File: src/rtl/pwm_pkg.sv
// rtl/pwm_pkg.sv - shared constants and ramp helper for PWM-style drive blocks
package pwm_pkg;
    localparam int DEF_N_CH   = 2;
    localparam int DEF_CNT_W  = 8;
    localparam int MIN_PERIOD = 2;
    localparam int RAMP_W     = 32;

    // Moves cur toward tgt by at most step; step 0 jumps straight to tgt.
    function automatic logic [RAMP_W-1:0] ramp_toward(
        input logic [RAMP_W-1:0] cur,
        input logic [RAMP_W-1:0] tgt,
        input logic [RAMP_W-1:0] step
    );
        logic [RAMP_W-1:0] diff;
        diff = (tgt >= cur) ? (tgt - cur) : (cur - tgt);
        if (step == '0 || diff <= step) begin
            return tgt;
        end else if (tgt > cur) begin
            return cur + step;
        end else begin
            return cur - step;
        end
    endfunction
endpackage

File: src/rtl/pwm_multi_gen_if.sv
// rtl/pwm_multi_gen_if.sv - set-point inputs and PWM outputs of pwm_multi_gen
interface pwm_multi_gen_if import pwm_pkg::*; #(
    parameter int N_CH  = DEF_N_CH,
    parameter int CNT_W = DEF_CNT_W
);
    logic [N_CH-1:0]       en;
    logic [CNT_W-1:0]      period;
    logic [N_CH*CNT_W-1:0] duty_set;
    logic [N_CH-1:0]       pwm_out;
    logic                  period_end;
    logic [N_CH-1:0]       ramp_done;

    modport master (output en, period, duty_set, input pwm_out, period_end, ramp_done);
    modport slave  (input en, period, duty_set, output pwm_out, period_end, ramp_done);
endinterface

File: src/rtl/pwm_ch_ramp.sv
// rtl/pwm_ch_ramp.sv - one PWM channel: period-boundary duty update with soft-start ramp
module pwm_ch_ramp import pwm_pkg::*; #(
    parameter int CNT_W     = DEF_CNT_W,
    parameter int RAMP_STEP = 5
) (
    input  logic             clk_i,
    input  logic             rst_ni,
    input  logic             en_i,
    input  logic             wrap_i,
    input  logic [CNT_W-1:0] cnt_i,
    input  logic [CNT_W-1:0] period_i,
    input  logic [CNT_W-1:0] duty_set_i,
    output logic             pwm_o,
    output logic             ramp_done_o
);
    logic [CNT_W-1:0] duty_q, duty_d;
    logic [CNT_W-1:0] tgt;
    logic             pwm_q, ramp_done_q;

    // Target is clamped against the period in force now, so a period loaded at
    // this wrap only affects the clamp from the next wrap on.
    always_comb begin
        tgt    = (duty_set_i < period_i) ? duty_set_i : period_i;
        duty_d = duty_q;
        if (!en_i) begin
            duty_d = '0;
        end else if (wrap_i) begin
            duty_d = CNT_W'(ramp_toward(RAMP_W'(duty_q), RAMP_W'(tgt), RAMP_W'(RAMP_STEP)));
        end
    end

    always_ff @(posedge clk_i or negedge rst_ni) begin
        if (!rst_ni) begin
            duty_q      <= '0;
            pwm_q       <= 1'b0;
            ramp_done_q <= 1'b0;
        end else begin
            duty_q      <= duty_d;
            pwm_q       <= en_i && (cnt_i < duty_q);
            ramp_done_q <= en_i && (duty_q == tgt);
        end
    end

    assign pwm_o       = pwm_q;
    assign ramp_done_o = ramp_done_q;
endmodule

File: src/rtl/pwm_multi_gen.sv
// rtl/pwm_multi_gen.sv - N-channel PWM generator with shared programmable period counter
module pwm_multi_gen import pwm_pkg::*; #(
    parameter int N_CH       = DEF_N_CH,
    parameter int CNT_W      = DEF_CNT_W,
    parameter int DEF_PERIOD = 100,
    parameter int RAMP_STEP  = 5
) (
    input  logic           clk_i,
    input  logic           rst_ni,
    pwm_multi_gen_if.slave bus
);
    localparam logic [CNT_W-1:0] ONE   = CNT_W'(1);
    localparam logic [CNT_W-1:0] MIN_P = CNT_W'(MIN_PERIOD);

    logic [CNT_W-1:0] cnt_q, cnt_d;
    logic [CNT_W-1:0] period_q, period_d;
    logic             period_end_q;
    logic             wrap;
    logic [N_CH-1:0]  pwm_w, done_w;

    // Period requests are only honoured at the wrap so a period is never cut short.
    always_comb begin
        wrap     = (cnt_q == (period_q - ONE));
        cnt_d    = wrap ? '0 : (cnt_q + ONE);
        period_d = period_q;
        if (wrap) begin
            period_d = (bus.period < MIN_P) ? MIN_P : bus.period;
        end
    end

    always_ff @(posedge clk_i or negedge rst_ni) begin
        if (!rst_ni) begin
            cnt_q        <= '0;
            period_q     <= CNT_W'(DEF_PERIOD);
            period_end_q <= 1'b0;
        end else begin
            cnt_q        <= cnt_d;
            period_q     <= period_d;
            period_end_q <= wrap;
        end
    end

    for (genvar i = 0; i < N_CH; i++) begin : g_ch
        pwm_ch_ramp #(
            .CNT_W     (CNT_W),
            .RAMP_STEP (RAMP_STEP)
        ) u_ch (
            .clk_i       (clk_i),
            .rst_ni      (rst_ni),
            .en_i        (bus.en[i]),
            .wrap_i      (wrap),
            .cnt_i       (cnt_q),
            .period_i    (period_q),
            .duty_set_i  (bus.duty_set[i*CNT_W +: CNT_W]),
            .pwm_o       (pwm_w[i]),
            .ramp_done_o (done_w[i])
        );
    end

    assign bus.pwm_out    = pwm_w;
    assign bus.ramp_done  = done_w;
    assign bus.period_end = period_end_q;
endmodule
File: src/flat_wrapper.sv
// flat-port wrapper written by rule: the top's interface ports become plain ports
module pwm_multi_gen_flat import pwm_pkg::*;
#(
    parameter int N_CH       = DEF_N_CH,
    parameter int CNT_W      = DEF_CNT_W,
    parameter int DEF_PERIOD = 100,
    parameter int RAMP_STEP  = 5
)
  (clk_i, rst_ni, bus_en, bus_period, bus_duty_set, bus_pwm_out, bus_period_end, bus_ramp_done);
  pwm_multi_gen_if #(.N_CH(N_CH), .CNT_W(CNT_W)) bus_i ();
  input  logic clk_i;
  input  logic rst_ni;
  input wire logic [$bits(bus_i.en)-1:0] bus_en;
  input wire logic [$bits(bus_i.period)-1:0] bus_period;
  input wire logic [$bits(bus_i.duty_set)-1:0] bus_duty_set;
  output wire logic [$bits(bus_i.pwm_out)-1:0] bus_pwm_out;
  output wire logic [$bits(bus_i.period_end)-1:0] bus_period_end;
  output wire logic [$bits(bus_i.ramp_done)-1:0] bus_ramp_done;
  assign bus_i.en = bus_en;
  assign bus_i.period = bus_period;
  assign bus_i.duty_set = bus_duty_set;
  assign bus_pwm_out = bus_i.pwm_out;
  assign bus_period_end = bus_i.period_end;
  assign bus_ramp_done = bus_i.ramp_done;
  pwm_multi_gen #(.N_CH(N_CH), .CNT_W(CNT_W), .DEF_PERIOD(DEF_PERIOD), .RAMP_STEP(RAMP_STEP)) u_core (.clk_i(clk_i), .rst_ni(rst_ni), .bus(bus_i));
endmodule
File: config.mk
export PLATFORM = sky130hd
export DESIGN_NAME = pwm_multi_gen_flat
export DESIGN_NICKNAME = d
export VERILOG_FILES = /design/src/rtl/pwm_pkg.sv /design/src/rtl/pwm_multi_gen_if.sv /design/src/rtl/pwm_ch_ramp.sv /design/src/rtl/pwm_multi_gen.sv /design/src/flat_wrapper.sv
export SDC_FILE = /design/constraint.sdc
export NUM_CORES = 1
export LEC_CHECK = 0
export CAP_MARGIN = 10
export CORE_MARGIN = 4
export CORE_UTILIZATION = 31
export DETAILED_ROUTE_END_ITERATION = 16
export GPL_ROUTABILITY_DRIVEN = 0
export HOLD_SLACK_MARGIN = 0.05
export PLACE_DENSITY = 0.51
export SETUP_SLACK_MARGIN = 0.02
export SLEW_MARGIN = 20
export SYNTH_ARGS = -nofsm -noshare
export SYNTH_HDL_FRONTEND = slang
export SYNTH_SLANG_ARGS = --single-unit
File: constraint.sdc
create_clock -name clk_i -period 11.2 [get_ports clk_i]
set_input_delay 1.68 -clock clk_i [delete_from_list [all_inputs] [get_ports clk_i]]
set_output_delay 1.68 -clock clk_i [all_outputs]
set_load 0.005 [all_outputs]
======== Word-level counts from Yosys, hierarchy flattened ========
Index checks and enable logic that the tools add are counted.
storage, ports and cells
  input bits .............................. 28
  bits in registers ....................... 37
  word-level logic and storage cells ...... 53
cells by class
  muxes and demuxes ....................... 14
  equal/unequal tests ..................... 5
  magnitude comparators ................... 11
  reduce and logical (&&, ||, !) cells .... 4
  add/subtract/negate cells ............... 10
operators by type and width
  cell                                                                           number
  8-bit 2-to-1 mux                                                               12
  32-bit by 3-bit <= comparator with 1-bit output (second input constant)        2
  32-bit 2-to-1 mux                                                              2
  8-bit by 8-bit subtractor with 9-bit output                                    4
  8-bit less-than comparator                                                     4
  8-bit equality test                                                            3
  8-bit by 3-bit adder with 8-bit output (second input constant)                 2
  8-bit greater-or-equal comparator                                              2
  8-bit > comparator                                                             2
  8-bit by 3-bit subtractor with 8-bit output (second input constant)            2
  8-bit by 1-bit adder with 8-bit output (second input constant)                 1
  8-bit by 2-bit less-than comparator with 1-bit output (second input constant)  1
  8-bit by 1-bit subtractor with 8-bit output (second input constant)            1
  1-bit logical AND                                                              4
  2-bit by 1-bit != test with 1-bit output (second input constant)               2

======== Logic depth before layout (Yosys ltp) ========
Gate-level depths: netlist (run 1).
  word-level depth ........................ 8
  mapped depth ............................ 25
  mapped depth without buffers ............ 25

======== Hierarchy ========
From an unflattened synthesis (run 1), not the netlist that was laid out.
unflattened totals
  cells, all modules ...................... 591
  area total of the unflattened synthesis .. 5061.1 um2
modules (own cells, without submodules)
  module                              times used  area each (um2)  cells each
  pwm_ch_ramp at u_core.g_ch[1].u_ch  1           2107.0           264
  pwm_ch_ramp at u_core.g_ch[0].u_ch  1           1974.4           237
  pwm_multi_gen                       1           979.7            90

======== Worst setup path before layout (run 1) ========
OpenSTA, ideal clock, no wires.
  kind .................................... input port to flip-flop
  start ................................... input port bus_duty_set[5]
  end ..................................... register u_core.g_ch[0].u_ch.duty_q[7]
  slack ................................... 4827 ps
  setup time .............................. 137 ps
  cell stages on the path ................. 23
  data required time ...................... 11063 ps
  data arrival time ....................... 6236 ps
  cell sequence ........................... ha_1 a21o_1 a221oi_1 o21ai_0 a21oi_1 mux2_2 ha_1 clkbuf_1 o21a_1 o31a_1 o21ai_0 a31oi_1 and2b_1 inv_1 ha_1 a21oi_1 o211ai_1 o21ai_0 nand2b_1 a21oi_1 xnor3_1 mux2i_1 a21oi_1
on the way
  cells in the longest elaborated chain, start to end .. 8
  elaborated cells between the ends (all ways) .. 12
  those cells by class .................... add/sub (2); order compare (4); mux (6)
ends and longest elaborated chain
  element                                                                                           RTL line            RTL
  from (decl)                                                                                       flat_wrapper.sv:15  input wire logic [$bits(bus_i.duty_set)-1:0] bus_duty_set;
  8-bit less-than comparator                                                                        pwm_ch_ramp.sv:23   tgt = (duty_set_i < period_i) ? duty_set_i : period_i;
  8-bit 2-to-1 mux *                                                                                pwm_ch_ramp.sv:23
  8-bit by 8-bit subtractor with 9-bit output or 8-bit greater-or-equal comparator (tied branches)  pwm_pkg.sv:15       diff = (tgt >= cur) ? (tgt - cur) : (cur - tgt);
  32-bit 2-to-1 mux                                                                                 pwm_pkg.sv:15
  32-bit by 3-bit <= comparator with 1-bit output                                                   pwm_pkg.sv:16       if (step == '0 || diff <= step) begin
  8-bit 2-to-1 mux *                                                                                pwm_pkg.sv:16
  8-bit 2-to-1 mux *                                                                                pwm_ch_ramp.sv:27   end else if (wrap_i) begin
  8-bit 2-to-1 mux *                                                                                pwm_ch_ramp.sv:25   if (!en_i) begin
  to (signal assigned)                                                                              pwm_ch_ramp.sv:38   duty_q <= duty_d;
  to (decl)                                                                                         pwm_ch_ramp.sv:16   logic [CNT_W-1:0] duty_q, duty_d;
Mark *: on every way between the ends. The rest lies on a longest branch, timed or not. The select of a mux whose other input is x is not followed.
A chain may end at the register's enable or synchronous reset.

======== Final worst setup path (run 1) ========
Ends and elaborated chain as after synthesis.

==> impl_metrics.ini, run 1 <==
[run_status]
outcome = finished clean

[route]
wl_met1_um = 6648
drt.antenna.violating_nets = 0
top_sig_layer = met4
detailedRoute.firstIterationViolations = 263
detailroute.via_count = 4245
met3WireLength_um = 457
drc = 0
met2_wl_um = 6058
wl_per_cell_um = 16.64
first_pass_iters = 5
wl_um = 13360
route.detailed.vias_per_inst = 5.286

[flow_run]
max_cap_violations = 0

[pwr]
power_per_cell_area_nw_per_um2 = 71.47
p_leak_uw = 0.002454
vdd_drop_max_uv = 46.17

[synth]
mappedNetlistNets = 686
syn-mean-instance-area_um2 = 8.354
yosys_register_bits = 37
synth-warning-count = 0
sequential_fraction_of_the_synthesis_area_pct = 19.25
number_of_synthesized_flops_with_an_enable_pin = 0
synth_top_flop_cell = sky130_fd_sc_hd__dfrtp_1
post_synth_num_cell_types = 64
netlist_area_um2 = 4828
post_synth_inst_count = 578
synth_async_sr_flop_share_pct = 100.0

[finish]
post_route_cells_drive_above_1_share_pct = 5.236
mostFrequentLayoutCell = sky130_fd_sc_hd__ha_1
final_cell_mix = 74 x sky130_fd_sc_hd__ha_1, 53 x sky130_fd_sc_hd__inv_1, 48 x sky130_fd_sc_hd__nor2_1
inserted_diodes = 0
finalNetCount = 699
area_growth_pct = 12.83
num-fill-cells = 1578

[timing]
timing_max_transition_violations_final = 0
final.min_clock_period_ns = 7.191
report.final.setup_viol = 0
rsz0062_at_grt = false
worst-slew-pin-transition_ns = 1.010
tns_ns = 0
max_clock_freq_ghz = 0.1391
worst_clock_skew_ns = 0.002853
timing.hold.ws_ns = 0.6162
final_hold_viol_count = 0
slew-limit-headroom_pct = 32.69
share_of_the_clock_period_used_by_the_worst_path_after_layout_pct = 64.20

[setup_path]
critical_path.max_fanout = 9
cp_common_cell = sky130_fd_sc_hd__a21oi_1
critPathKind = in -> reg
worst_setup_path_start_kind = primary input
worst-endpoint-arrival_ns = 7.32
critPathSlowestCell = sky130_fd_sc_hd__a21oi_1
worst_setup_path_end_kind = register
critical_path_cell_list = clkdlybuf4s50_1 > ha_1 > a21o_1 > a221oi_1 > o21ai_0 > a21oi_1 > mux2_2 > ha_1 > o21a_1 > o31a_1 > o21ai_0 > a31oi_1 > and2b_1 > inv_1 > ha_1 > a21oi_1 > o211ai_1 > o21ai_0 > nand2b_1 > a21oi_1 > xnor3_1 > mux2i_1 > a21oi_1
timing.critical_path.slowest_cell_delay_ns = 0.64
worst-endpoint-required_ns = 11.32

[grt]
grt_start_max_net_pins = 60
first_global_vias = 4256
global_route_wire_length_before_repair_um = 22250
grt_overflow = 0
antenna_found_initial = 0
global_route.usage.total_pct = 15.31

[cts]
clock_sink_count = 37
clk_pin_slew_worst_paths_ns = 0.06
clock_path_buffers = 2
post_cts_setup_buffers = 0
cts_root_buffer = sky130_fd_sc_hd__clkbuf_16
tritoncts_clock_tree = built
insertion_delay_ns = 0.29
cts_hold_buffers = 0
cts_resized = 0
cts_max_level = 2
tritoncts_buffer_count = 5

[floorplan]
die_w_um = 132.8
die_area_um2 = 17640
die_height_um = 132.8
std_cell_rows = 45
io-pin-count = 33
core_region_area_um2 = 15260
starting_density_pct = 31.64

[min_path]
min-delay-path-class = reg -> reg

[place]
dpl.hpwl_um = 10320
portBuffers = 32
path summary, 6_finish.rpt:
path | slack, ns | to | from | depth (start not counted)
max in group asynchronous | 9.09 | u_core.g_ch[1].u_ch.duty_q[0] | rst_ni | 1
worst min register to register | 0.62 | u_core.g_ch[1].u_ch.duty_q[7] | u_core.g_ch[1].u_ch.duty_q[7] | 2
min in group asynchronous | 1.53 | u_core.g_ch[0].u_ch.duty_q[1] | rst_ni | 1
worst max register to register | 5.13 | u_core.g_ch[0].u_ch.duty_q[7] | u_core.period_q[5] | 23
worst min-delay path | 0.62 | u_core.g_ch[1].u_ch.duty_q[7] | u_core.g_ch[1].u_ch.duty_q[7] | 2
worst max-delay path | 4.01 | u_core.g_ch[0].u_ch.duty_q[7] | bus_duty_set[5] | 23
through the flow:
step           total power, uW  instances  setup slack (ns)  instance area, um^2  util (%)
5_1_grt                  408.2        803             3.637                 5448     35.70
2_1_floorplan            190.9        578             4.827                 4828         -
4_1_cts                  393.5        803             4.131                 5448     35.70
3_5_place_dp             219.1        795             3.837                 5271     34.55
6_report                 389.3        803             4.009                 5448     35.70
3_3_place_gp             217.3        795             3.982                 5271     34.55
synth_stat cells (all sizes together), types with 10 or more instances:
cell,count,area (um^2)
ha,74,925.9
inv,53,198.9
nor2,48,180.2
o21ai,40,200.2
a21oi,36,183.9
dfrtp,34,850.8
nand2,25,93.84
nand3,19,95.09
a21o,18,135.1
mux2i,17,170.2
xor2,17,148.9
clkbuf,16,60.06
nor2b,14,87.58
mux2,13,146.4
xnor2,12,105.1
buf,10,77.57
logic make-up (layout without fill, tap and decap cells):
family          Yosys count  count (layout)  share of synthesized area (%)
mux                      30              30                          6.556
flops                    37              37                          19.25
simple gates            164             164                          17.49
xor+xnor                 31              31                          6.193
compound gates          157             157                          21.87
fa+ha+maj                80              80                          21.66
buf+inv                  79              93                          6.971
power by group:
group | switching, uW | total [uW] | internal, uW
Sequential | 0.00230 | 134 | 134
Clock | 60.6 | 172 | 111
Combinational | 47.3 | 83.8 | 36.5
critical path, delay by kind of cell:
kind / cells / cell delay (ns)
simple gates: 2 / 0.40
mux: 2 / 0.59
fa+ha+maj: 3 / 1.06
buf+inv: 2 / 0.60
xor+xnor: 1 / 0.23
compound gates: 13 / 2.75
cell type report:
type	instances	area, um^2	area share [%]
clock buffers	6	138.9	2.549
clock inverters	2	37.54	0.6890
inverters	53	198.9	3.652
multi-input cells	462	3563	65.41
flip-flops and latches	37	929.6	17.06
well taps	211	264.0	4.846
repair buffers	32	315.3	5.788
state kept, by name, summed over array words and instances, names as in the netlist:
signal,count
u_core.bus.period_end,1
u_core.cnt_q,8
u_core.g_ch.u_ch.duty_q,16
u_core.g_ch.u_ch.pwm_o,2
u_core.g_ch.u_ch.ramp_done_o,2
u_core.period_q,8
metal layers:
layer | GRT usage [%] | up-vias
li1 | - | 2102
met1 | 21.59 | 2028
met2 | 24.60 | 102
met3 | 2.167 | 13
met4 | 3.868 | 0
met5 | 0 | -
No activity file was read; power rests on OpenSTA's default activity.
==> inputs of run 2 (changes only) <==
==> constraint.sdc (replaced) <==
create_clock -name clk_i -period 7.2 [get_ports clk_i]
set_input_delay 1.08 -clock clk_i [delete_from_list [all_inputs] [get_ports clk_i]]
set_output_delay 1.08 -clock clk_i [all_outputs]
set_load 0.005 [all_outputs]
==> impl_metrics.ini, run 2 (same netlist as run 1, synthesis figures left out) <==
[run_status]
outcome = finished clean

[setup_path]
worst_r2r_endpoint = u_core.g_ch[0].u_ch.duty_q[7]
worst_r2r_startpoint = u_core.period_q[5]
critical_path.max_fanout = 10
worst-r2r-setup-slack_ns = 1.36
worst_setup_path_end_kind = register
worst-endpoint-required_ns = 7.32
worst-endpoint-arrival_ns = 6.54
timing.reg2reg.worst_path_depth = 24
worst_setup_path_start_kind = primary input
critPathKind = in -> reg

[timing]
worst-slew-pin-transition_ns = 1.017
rsz0062_at_grt = false
slew-limit-headroom_pct = 32.23
worst_clock_skew_ns = 0.007378
timing_max_transition_violations_final = 0
share_of_the_clock_period_used_by_the_worst_path_after_layout_pct = 89.09
final_hold_viol_count = 0
final.min_clock_period_ns = 6.415
max_clock_freq_ghz = 0.1559
tns_ns = 0
report.final.setup_viol = 0

[min_path]
holdPathStages = 1
min-delay-path-class = reg -> reg
hold_path_end = u_core.cnt_q[0]
beginning_of_the_worst_hold_path = u_core.cnt_q[0]

[cts]
cts_root_buffer = sky130_fd_sc_hd__clkbuf_16
cts_max_level = 2
clk_pin_slew_worst_paths_ns = 0.06
post_cts_setup_buffers = 0
cts_hold_buffers = 0
clock_sink_count = 37
tritoncts_clock_tree = built
cts_resized = 0
clock_path_buffers = 2
insertion_delay_ns = 0.29
tritoncts_buffer_count = 5

[finish]
inserted_diodes = 0
regMostFlops = u_core.g_ch.u_ch.duty_q
largest_register_ff_count = 16
top_regs = u_core.g_ch.u_ch.duty_q x16, u_core.cnt_q x8, u_core.period_q x8
post_route_cells_drive_above_1_share_pct = 5.059
final_cell_mix = 74 x sky130_fd_sc_hd__ha_1, 53 x sky130_fd_sc_hd__inv_1, 48 x sky130_fd_sc_hd__nor2_1
finalNetCount = 700
layout.core_utilization_pct = 35.56
area_growth_pct = 12.36
num-fill-cells = 1580
mostFrequentLayoutCell = sky130_fd_sc_hd__ha_1

[floorplan]
io-pin-count = 33
die_height_um = 132.8
die_w_um = 132.8
core_region_area_um2 = 15260
starting_density_pct = 31.64
std_cell_rows = 45
die_area_um2 = 17640

[grt]
global_route.usage.total_pct = 14.89
grtUsageMet2_pct = 23.25
grt_start_max_net_pins = 60
global_route_wire_length_before_repair_um = 21560
grt_overflow = 0
first_global_vias = 4109
antenna_found_initial = 0
gr-max-usage-layer = met2
use_met1_pct = 21.21
use_met3_pct = 2.586

[pwr]
p_leak_uw = 0.002446
power.share.sequential_pct = 37.0
power_switching_uw = 159.0
swShare_pct = 28.29
share_clk_of_total_power_pct = 40.0
p_int_uw = 403.1
power_per_cell_area_nw_per_um2 = 103.6
vdd_drop_max_uv = 79.63
pwr-share-comb_pct = 23.0

[route]
route.detailed.vias_per_inst = 5.280
drt.antenna.violating_nets = 0
drc = 0
wl_um = 13190
detailroute.via_count = 4245
first_pass_iters = 4
detailedRoute.firstIterationViolations = 322
wl_per_cell_um = 16.41

[flow_run]
max_cap_violations = 0

[place]
dpl.hpwl_um = 10260
portBuffers = 32
==> run 2: per-layer routing <==
layer / vias up / part of all wire [%]
met4: 0 / 1.7
met2: 122 / 44
met5: - / 0
met1: 1990 / 50
li1: 2114 / -
met3: 19 / 4.2
==> run 2: stage by stage <==
stage / power (uW) / setup WS, ns / cell area [um^2] / hold slack [ns] / std cells
final: 562.1 / 0.7853 / 5425 / 0.6059 / 804
after global routing: 593.8 / 0.3659 / 5425 / 0.6409 / 804
after CTS: 570.2 / 0.8078 / 5425 / 0.6061 / 804
after detailed placement: 339.8 / 0.5122 / 5279 / 0.5961 / 796
after global placement: 338.7 / 0.6706 / 5279 / 0.5938 / 796
after floorplan: 296.9 / 1.427 / 4828 / 0.5065 / 578
==> run 2: cell type report <==
| type | count | area, um^2 | area share [%] |
|---|---|---|---|
| multi-input cells | 462 | 3563 | 65.68 |
| flip-flops and latches | 37 | 929.6 | 17.14 |
| inverters | 53 | 198.9 | 3.667 |
| repair buffers | 33 | 322.8 | 5.950 |
| clock buffers | 8 | 146.4 | 2.698 |
| well taps | 211 | 264.0 | 4.866 |
==> run 2: power by group through the flow <==
| stage | registers, uW | logic (uW) | clock network (uW) |
|---|---|---|---|
| final | 208 | 129 | 225 |
| after global routing | 208 | 144 | 242 |
| after CTS | 208 | 129 | 233 |
| after detailed placement | 212 | 128 | 0 |
| after global placement | 212 | 127 | 0 |
| after floorplan | 212 | 85.1 | 0 |
==> run 2: how the worst max path moves through the flow <==
stage | endpoint | cells after the start | slack (ns) | from
6_report | u_core.g_ch[0].u_ch.duty_q[7] | 24 | 0.79 | bus_duty_set[6]
3_5_place_dp | u_core.g_ch[0].u_ch.duty_q[7] | 24 | 0.51 | bus_duty_set[6]
5_1_grt | u_core.g_ch[0].u_ch.duty_q[7] | 24 | 0.37 | bus_duty_set[6]
3_3_place_gp | u_core.g_ch[0].u_ch.duty_q[7] | 24 | 0.67 | bus_duty_set[5]
4_1_cts | u_core.g_ch[0].u_ch.duty_q[7] | 24 | 0.81 | bus_duty_set[6]
2_1_floorplan | u_core.g_ch[0].u_ch.duty_q[7] | 23 | 1.43 | bus_duty_set[5]
==> run 2: worst max-delay path: stages <==
cell                              delay (ns)
sky130_fd_sc_hd__clkdlybuf4s50_1        0.46
sky130_fd_sc_hd__ha_1                   0.33
sky130_fd_sc_hd__and3_1                 0.20
sky130_fd_sc_hd__a221oi_1               0.26
sky130_fd_sc_hd__o21ai_0                0.14
sky130_fd_sc_hd__a21oi_1                0.16
sky130_fd_sc_hd__buf_4                  0.18
sky130_fd_sc_hd__mux2_2                 0.39
sky130_fd_sc_hd__ha_1                   0.50
sky130_fd_sc_hd__inv_1                  0.20
sky130_fd_sc_hd__o21ai_0                0.19
sky130_fd_sc_hd__o21ai_0                0.11
sky130_fd_sc_hd__a31oi_1                0.31
sky130_fd_sc_hd__and2b_1                0.32
sky130_fd_sc_hd__inv_1                  0.17
sky130_fd_sc_hd__ha_1                   0.30
sky130_fd_sc_hd__a21oi_1                0.17
sky130_fd_sc_hd__o211ai_1               0.16
sky130_fd_sc_hd__o21ai_0                0.18
sky130_fd_sc_hd__nand2b_1               0.07
sky130_fd_sc_hd__a21oi_1                0.17
sky130_fd_sc_hd__xnor3_1                0.23
sky130_fd_sc_hd__mux2i_1                0.16
sky130_fd_sc_hd__a21oi_1                0.09
